## src/rtl/pulse_trigger.sv

```systemverilog
// pulse_trigger: qualifies a hydrophone pulse as a run of consecutive
// above-threshold samples, fires a one-cycle trigger, marks a fixed-length
// post-trigger capture window, then waits for release and an optional holdoff.
module pulse_trigger #(
    parameter int unsigned DATA_W             = 16,
    parameter int unsigned THRESHOLD          = 32,
    parameter int unsigned VALID_COUNT_NEEDED = 20,
    parameter int unsigned NUM_READINGS       = 500,
    parameter int unsigned HOLDOFF_CYCLES     = 1024,
    parameter int unsigned CNT_W              = 16
) (
    input  logic              clk,
    input  logic              rst,
    input  logic [DATA_W-1:0] sample_i,
    input  logic              sample_valid_i,
    input  logic              arm_i,
    input  logic              release_i,
    output logic [DATA_W-1:0] sample_o,
    output logic              sample_valid_o,
    output logic              capture_o,
    output logic              trigger_o,
    output logic              done_o,
    output logic [2:0]        state_o,
    output logic [CNT_W-1:0]  run_count_o,
    output logic [CNT_W-1:0]  captured_count_o
);

    localparam logic [CNT_W-1:0] RUN_TARGET = CNT_W'(VALID_COUNT_NEEDED);
    localparam logic [CNT_W-1:0] CAP_TARGET = CNT_W'(NUM_READINGS);
    localparam logic [CNT_W-1:0] HOLD_LOAD  = CNT_W'(HOLDOFF_CYCLES);

    typedef enum logic [2:0] {
        IDLE         = 3'd0,
        QUALIFY      = 3'd1,
        CAPTURE      = 3'd2,
        WAIT_RELEASE = 3'd3,
        HOLDOFF      = 3'd4
    } state_t;

    state_t             state, state_n;
    logic [CNT_W-1:0]   run_count, run_n;
    logic [CNT_W-1:0]   cap_count, cap_n;
    logic [CNT_W-1:0]   hold_count, hold_n;
    logic               trigger_n, capture_n;
    logic [DATA_W-1:0]  neg_full;
    logic [DATA_W-2:0]  mag;
    logic               hit;

    // Saturating magnitude of the incoming sample and threshold hit detect
    always_comb begin
        neg_full = ~sample_i + DATA_W'(1);
        if (!sample_i[DATA_W-1]) begin
            mag = sample_i[DATA_W-2:0];
        end else if (neg_full[DATA_W-1]) begin
            mag = '1;
        end else begin
            mag = neg_full[DATA_W-2:0];
        end
        hit = sample_valid_i && (32'(mag) >= THRESHOLD);
    end

    // Next-state and next-output logic
    always_comb begin
        state_n   = state;
        run_n     = run_count;
        cap_n     = cap_count;
        hold_n    = hold_count;
        trigger_n = 1'b0;
        capture_n = 1'b0;
        case (state)
            IDLE: begin
                run_n = '0;
                if (arm_i) state_n = QUALIFY;
            end
            QUALIFY: begin
                if (!arm_i) begin
                    state_n = IDLE;
                    run_n   = '0;
                end else if (sample_valid_i) begin
                    if (!hit) begin
                        run_n = '0;
                    end else if (run_count + CNT_W'(1) == RUN_TARGET) begin
                        state_n   = CAPTURE;
                        trigger_n = 1'b1;
                        run_n     = '0;
                        cap_n     = '0;
                    end else begin
                        run_n = run_count + CNT_W'(1);
                    end
                end
            end
            CAPTURE: begin
                if (sample_valid_i) begin
                    capture_n = 1'b1;
                    cap_n     = cap_count + CNT_W'(1);
                    if (cap_count + CNT_W'(1) == CAP_TARGET) state_n = WAIT_RELEASE;
                end
            end
            WAIT_RELEASE: begin
                if (release_i) begin
                    if (HOLD_LOAD == '0) begin
                        state_n = arm_i ? QUALIFY : IDLE;
                    end else begin
                        state_n = HOLDOFF;
                        hold_n  = HOLD_LOAD;
                    end
                end
            end
            HOLDOFF: begin
                run_n = '0;
                if (hold_count <= CNT_W'(1)) begin
                    hold_n  = '0;
                    state_n = arm_i ? QUALIFY : IDLE;
                end else begin
                    hold_n = hold_count - CNT_W'(1);
                end
            end
            default: begin
                state_n = IDLE;
                run_n   = '0;
                hold_n  = '0;
            end
        endcase
    end

    // State, counters and registered outputs
    always_ff @(posedge clk) begin
        if (rst) begin
            state          <= IDLE;
            run_count      <= '0;
            cap_count      <= '0;
            hold_count     <= '0;
            sample_o       <= '0;
            sample_valid_o <= 1'b0;
            capture_o      <= 1'b0;
            trigger_o      <= 1'b0;
            done_o         <= 1'b0;
        end else begin
            state          <= state_n;
            run_count      <= run_n;
            cap_count      <= cap_n;
            hold_count     <= hold_n;
            sample_o       <= sample_i;
            sample_valid_o <= sample_valid_i;
            capture_o      <= capture_n;
            trigger_o      <= trigger_n;
            done_o         <= (state_n == WAIT_RELEASE);
        end
    end

    assign state_o          = state;
    assign run_count_o      = run_count;
    assign captured_count_o = cap_count;

endmodule

```

## config.mk

```make
export PLATFORM = sky130hd
export DESIGN_NAME = pulse_trigger
export DESIGN_NICKNAME = d
export VERILOG_FILES = /design/src/rtl/pulse_trigger.sv
export SDC_FILE = /design/constraint.sdc
export NUM_CORES = 1
export LEC_CHECK = 0
export ABC_AREA = 0
export ABC_CLOCK_PERIOD_IN_PS = 2700
export CAP_MARGIN = 20
export CORE_MARGIN = 2
export CORE_UTILIZATION = 47
export CTS_BUF_LIST = sky130_fd_sc_hd__clkbuf_8 sky130_fd_sc_hd__clkbuf_16
export DETAILED_ROUTE_END_ITERATION = 7
export GPL_TIMING_DRIVEN = 0
export PLACE_DENSITY = 0.77
export SYNTH_ARGS = -nofsm -noshare
export SYNTH_HDL_FRONTEND = slang
export SYNTH_SLANG_ARGS = --single-unit
```

## constraint.sdc

```tcl
create_clock -name clk -period 2.7 [get_ports clk]
set_clock_uncertainty 0.15 [all_clocks]
set_input_delay 0.54 -clock clk [delete_from_list [all_inputs] [get_ports clk]]
set_output_delay 0.54 -clock clk [all_outputs]
set_load 0.005 [all_outputs]
```

==> impl_metrics.py, run 1 <==
metrics = {
    "finish": {
        "drive_gt1_share_pct": 16.3,
        "n_antenna_cell": 0,
        "design_area_um2": 5170,
        "nets": 605,
        "area_delta_synth_final_pct": 35.1,
    },
    "floorplan": {
        "start_util_pct": 49.1,
        "ioPinCount": 76,
        "fp.dieArea_um2": 8890,
        "dieWidth_um": 94.3,
        "rows": 32,
        "fp.dieH_um": 94.3,
        "core_region_area_um2": 7810,
    },
    "pwr": {
        "clkPwrFrac_pct": 40.8,
        "power.switching_uw": 529,
        "p_comb_share_pct": 8.9,
        "p_per_area_nw_per_um2": 411,
        "ir_drop_v": 0.000228,
        "p_int_uw": 1600,
        "total_power_uw": 2120,
        "p_leak_uw": 0.00183,
        "power_frac_seq_pct": 50.3,
        "switching_share_pct": 24.9,
    },
    "placement": {
        "dpl_cell_area_um2": 4670,
        "gp_congestion": 0.888,
        "pre_cts_ws_ns": -0.833,
        "hpwl_mm": 6.93,
        "numPortBuffers": 71,
    },
    "sta": {
        "period_share_pct": 97.8,
        "fin_ws_ns": 0.0603,
        "slew-limit-headroom_pct": 55.2,
        "maxSlewViolCount": 0,
        "hold_viol_final": 0,
        "worstMarginPinSlew_ns": 0.672,
        "min_period_ns": 2.64,
        "finalSetupViolCount": 0,
        "max_freq_mhz": 379,
    },
    "synth": {
        "yosysWarnings": 0,
        "ys_types": 62,
        "synth_cells": 482,
        "synth_nets": 508,
        "synthFlopType": "dfxtp_1",
        "synthArstFlopShare_pct": 0,
        "postSynthAreaPerCell_um2": 7.95,
        "synthesis.area_um2": 3830,
        "ys_seq_area_share_pct": 37.1,
        "synth_top_cell_area_share_pct": 37.1,
        "synth_top_cell_by_area": "dfxtp_1",
        "synth_edf_count": 0,
        "synth_seq_cells": 71,
        "synth.top_cells.by_area": "dfxtp_1 (37%), nor2_1 (4.7%), nand3_1 (4.4%)",
    },
    "critical_path": {
        "critPathCaptureType": "flip-flop",
        "critPathMaxStageDelay_ns": 0.47,
        "crit_type": "in2reg",
        "cp-startpoint": "sample_i[9]",
        "crit_path_top_delay_cell": "or4_1",
        "rr_startpoint": "run_count_o[0]$_SDFFE_PP0P_",
        "critical_path.max_fanout": 8,
        "cp-start-kind": "primary input",
        "crit_chain": "dlygate4sd2_1 > nor4_4 > buf_4 > or2_2 > nand4_1 > nor4_4 > buf_4 > a211o_4 > or4_1 > nand3_1",
        "cp.arrival_ns": 2.79,
        "crit_required_ns": 2.85,
    },
    "routing": {
        "vias": 3956,
        "ant_nets": 0,
        "wl_mm": 10.3,
        "wire_per_inst_um": 15.1,
        "first_iter_violations": 193,
        "via_per_inst": 5.78,
        "drc": 0,
        "dr.pass1.iters": 6,
    },
    "global_routing": {
        "antenna_found_initial": 0,
        "grt.overflow.total": 0,
        "grtUsageTotal_pct": 23.2,
        "grt_pass1_vias": 3541,
        "grt_max_degree": 13,
        "grt_pass1_wl_mm": 16.4,
    },
    "clock_network": {
        "clock_path_buffers": 2,
        "clkLatencyLatePin_ns": 0.35,
        "cts_buffers": 9,
        "cts-root-buf": "clkbuf_8",
        "htree_levels": 3,
        "cts_tree": "done",
        "clk_pin_slew_ns": 0.08,
        "clock-sinks": 71,
    },
    "run_status": {
        "run_status": "finished clean",
    },
    "run": {
        "maxCapViolations": 0,
    },
    "hold_path": {
        "min_path_type": "in2reg",
        "hold_start": "sample_i[1]",
    },
}
-- repair_timing --
| action | in CTS | in global routing |
|---|---|---|
| setup endpoints to repair | 36 | 43 |
| hold endpoints to repair | 0 | 0 |
| buffers inserted | 4 | 10 |
| hold buffers | 0 | 0 |
| cloned | 1 | 0 |
| pin swaps | 9 | 13 |
| resized for setup | 32 | 40 |
-- registers in the layout, indices dropped and copies added (netlist names) --
signal / cells
capture_o: 1
captured_count_o: 16
done_o: 1
hold_count: 16
run_count_o: 16
sample_o: 16
sample_valid_o: 1
state_o: 3
trigger_o: 1
-- per-stage QoR --
step | setup TNS [ns] | util, % | hold WS, ns | instances
floorplan | 0 | - | 0.317 | 482
global placement | -23.01 | 59.8 | 0.330 | 655
detailed placement | -24.63 | 59.8 | 0.351 | 655
CTS | 0 | 64.2 | 0.365 | 675
global route | -0.128 | 66.3 | 0.369 | 685
finish | 0 | 66.3 | 0.363 | 685
-- final cells by class --
| class | count | area, um2 |
|---|---|---|
| plain buffers | 22 | 109 |
| clock buffers | 10 | 138 |
| clock inverters | 5 | 58.8 |
| fillers | 668 | 2630 |
| inverters | 30 | 113 |
| multi-input cells | 359 | 2390 |
| flip-flops and latches | 71 | 1430 |
| well taps | 102 | 128 |
| repair buffers | 86 | 808 |
-- critical path: cells and delay by family --
kind / cells / cell delay (ns)
AO/OA/AOI/OAI: 1 / 0.37
buffers and inverters: 3 / 0.74
AND/OR/NAND/NOR: 6 / 1.14
-- power groups by stage --
stage	sequential (uW)	clock, uW	combinational, uW
finish	1070	867	190
global route	1070	923	205
CTS	1070	871	177
detailed placement	1090	0	164
global placement	1090	0	162
floorplan	1090	0	77.9
-- placed cells by master (no fill, tap or decap), drive strengths merged, types with 11 or more instances in the layout --
master / count
a21oi: 16
buf: 23
clkbuf: 27
clkdlybuf4s50: 62
dfxtp: 71
inv: 29
nand2: 42
nand3: 34
nand4: 19
nor2: 50
nor2b: 16
nor3: 17
nor4: 16
o211ai: 12
o21ai: 18
or3: 11
xnor2: 17
-- layer usage --
| metal | up-vias | GRT usage, % | wire length, um |
|---|---|---|---|
| met5 | - | 0 | 0 |
| li1 | 1945 | - | - |
| met1 | 1848 | 29.2 | 4520 |
| met3 | 17 | 5.78 | 732 |
| met2 | 146 | 37.8 | 4940 |
| met4 | 0 | 9.54 | 142 |
-- kinds of logic (layout without fill, tap and decap cells) --
family / Yosys count / in the layout / synth area share (%)
AND/OR/NAND/NOR: 238 / 238 / 33.7
AO/OA/AOI/OAI: 91 / 91 / 16.2
flip-flops: 71 / 71 / 37.1
buffers and inverters: 52 / 153 / 5.49
XOR/XNOR: 21 / 21 / 4.80
adder cells (fa/ha/maj): 5 / 5 / 1.63
multiplexers: 4 / 4 / 1.05
-- Yosys cell counts (all sizes together) (5+ instances only) --
cell type  instances
a211oi             5
a21oi             16
a31oi             10
and2               6
and3               6
buf               10
clkbuf            12
dfxtp             71
ha                 5
inv               29
nand2             42
nand3             34
nand4             19
nor2              50
nor2b             16
nor3              17
nor4              16
o211ai            12
o21ai             18
o22ai              5
or3               11
xnor2             17
-- path summary, 6_finish.rpt --
check | endpoint | depth (start not counted) | slack [ns]
setup / recovery | run_count_o[9]$_SDFFE_PP0P_ | 10 | 0.06
hold / removal | sample_o[1]$_SDFF_PP0_ | 3 | 0.36
setup reg to reg | captured_count_o[10]$_SDFFE_PP0P_ | 10 | 0.12
hold reg to reg | hold_count[1]$_SDFFE_PP0P_ | 2 | 0.37
(Power assumes the default switching activity.)
==> inputs of run 2 (changes only) <==
Settings changed: CORE_MARGIN 2 to default.
==> impl_metrics.py, run 2 (synthesis gave the netlist of run 1 again) <==
metrics = {
    "global_routing": {
        "grt_pass1_wl_mm": 16.9,
        "grtUsageTotal_pct": 24.7,
        "antenna_found_initial": 0,
        "grt_max_degree": 11,
        "grt.overflow.total": 0,
        "grt_pass1_vias": 3587,
    },
    "hold_path": {
        "min_path_type": "in2reg",
        "hold_start": "sample_i[3]",
    },
    "floorplan": {
        "dieWidth_um": 92.3,
        "fp.dieArea_um2": 8520,
        "rows": 32,
        "fp.dieH_um": 92.3,
        "core_region_area_um2": 7810,
        "start_util_pct": 49.1,
        "ioPinCount": 76,
    },
    "clock_network": {
        "clock_path_buffers": 2,
        "ctsHoldBuffers": 0,
        "htree_levels": 3,
        "clock-sinks": 71,
        "cts_tree": "done",
        "cts_buffers": 9,
        "cts-root-buf": "clkbuf_8",
        "clkLatencyLatePin_ns": 0.35,
        "clk_pin_slew_ns": 0.07,
    },
    "critical_path": {
        "timing.rr.end": "captured_count_o[11]$_SDFFE_PP0P_",
        "critPathCaptureType": "flip-flop",
        "critPathMaxStageDelay_ns": 0.41,
        "crit_required_ns": 2.78,
        "ff2ff_path_depth": 9,
        "crit_path_end": "captured_count_o[11]$_SDFFE_PP0P_",
        "crit_chain": "clkdlybuf4s15_1 > nor3_4 > nand4_1 > buf_4 > o22ai_4 > nor4_4 > a2111o_1 > o21ai_4 > buf_6 > o221ai_1",
        "rr_startpoint": "run_count_o[1]$_SDFFE_PP0P_",
        "cp_num_cells": 10,
        "cp-start-kind": "primary input",
        "crit_buf_inv": 3,
        "crit_path_top_delay_cell": "a2111o_1",
        "crit_family": "compound AO/OA/AOI/OAI gates",
        "cp-startpoint": "sample_i[4]",
        "critical_path.max_fanout": 8,
        "crit_type": "in2reg",
        "r2r_slack_ns": 0.10,
        "cp.arrival_ns": 2.71,
    },
    "pwr": {
        "switching_share_pct": 24.4,
        "ir_drop_v": 0.000253,
        "p_per_area_nw_per_um2": 405,
        "p_leak_uw": 0.00180,
        "power.switching_uw": 505,
        "p_comb_share_pct": 9.0,
        "clkPwrFrac_pct": 39.5,
        "power_frac_seq_pct": 51.6,
        "p_int_uw": 1570,
    },
    "sta": {
        "period_share_pct": 97.8,
        "finalSetupViolCount": 0,
        "max_freq_mhz": 379,
        "min_period_ns": 2.64,
        "worstMarginPinSlew_ns": 0.684,
        "slew-limit-headroom_pct": 54.4,
        "setup_tns_ns": 0,
        "hold_viol_final": 0,
        "maxSlewViolCount": 0,
    },
    "finish": {
        "multi_input_area_um2": 2390,
        "area_delta_synth_final_pct": 33.7,
        "drive_gt1_share_pct": 15.5,
        "nFillCells": 655,
        "final_cells": 678,
        "nets": 599,
        "layout_common_cells": "dfxtp_1 (66), clkdlybuf4s50_1 (62), nor2_1 (47)",
        "n_antenna_cell": 0,
        "ff_latch_area_um2": 1430,
        "final_common_cell": "dfxtp_1",
    },
    "placement": {
        "gp_congestion": 0.901,
        "dp.cells": 655,
        "numPortBuffers": 71,
        "hpwl_mm": 6.99,
    },
    "run": {
        "maxCapViolations": 0,
    },
    "routing": {
        "first_iter_violations": 180,
        "top_layer": "met4",
        "route.met2.wl_mm": 4.93,
        "dr.pass1.iters": 5,
        "wire_per_inst_um": 15.3,
        "vias": 3988,
        "drc": 0,
        "wl_met3_um": 843,
        "wl_met1_mm": 4.41,
        "wl_mm": 10.4,
        "via_per_inst": 5.88,
        "ant_nets": 0,
    },
    "run_status": {
        "run_status": "finished clean",
    },
}
run 2: power by group through the flow:
stage	Combinational, uW	Sequential [uW]	Clock, uW
CTS	176	1070	821
finish	186	1070	818
detailed placement	164	1090	0
floorplan	77.9	1090	0
global placement	162	1090	0
global route	201	1070	864
run 2: repair_timing:
action                                  4_1_cts  5_1_grt
gates resized for setup                      31       48
gates cloned                                  1        0
pin swaps                                     9       15
buffers inserted                              4        5
endpoints found under the setup margin       37       45
run 2: how the worst min path moves through the flow:
stage	slack (ns)	cells after the start	end
after CTS	0.35	2	hold_count[0]$_SDFFE_PP0P_
after global placement	0.34	2	hold_count[0]$_SDFFE_PP0P_
after detailed placement	0.34	2	hold_count[0]$_SDFFE_PP0P_
after global routing	0.35	2	sample_o[3]$_SDFF_PP0_
final	0.34	2	sample_o[3]$_SDFF_PP0_
after floorplan	0.32	2	hold_count[0]$_SDFFE_PP0P_
run 2: per-stage QoR:
| step | power, uW | utilization (%) | worst slack [ns] | hold WS (ns) | cell area [um2] |
|---|---|---|---|---|---|
| 6_report | 2070 | 65.6 | 0.0607 | 0.338 | 5120 |
| 5_1_grt | 2140 | 65.6 | -0.0173 | 0.345 | 5120 |
| 4_1_cts | 2070 | 64.0 | 0.00683 | 0.350 | 5000 |
| 3_5_place_dp | 1260 | 59.8 | -0.876 | 0.340 | 4670 |
| 3_3_place_gp | 1250 | 59.8 | -0.827 | 0.335 | 4670 |
| 2_1_floorplan | 1170 | - | 0.0337 | 0.317 | 3830 |
run 2: final cells by class:
class / instances / area share, %
clock inverter: 1 / 0.0733
tap: 102 / 2.49
buffer: 21 / 2.15
timing repair buffer: 81 / 15.0
clock buffer: 13 / 3.49
inverter: 30 / 2.27
sequential: 71 / 27.9
multi-input combinational: 359 / 46.6
run 2: metal layers:
metal | global-route usage, % | up-vias
met3 | 5.14 | 30
met2 | 40.9 | 202
met5 | 0 | -
li1 | - | 1929
met1 | 31.0 | 1827
met4 | 10.2 | 0
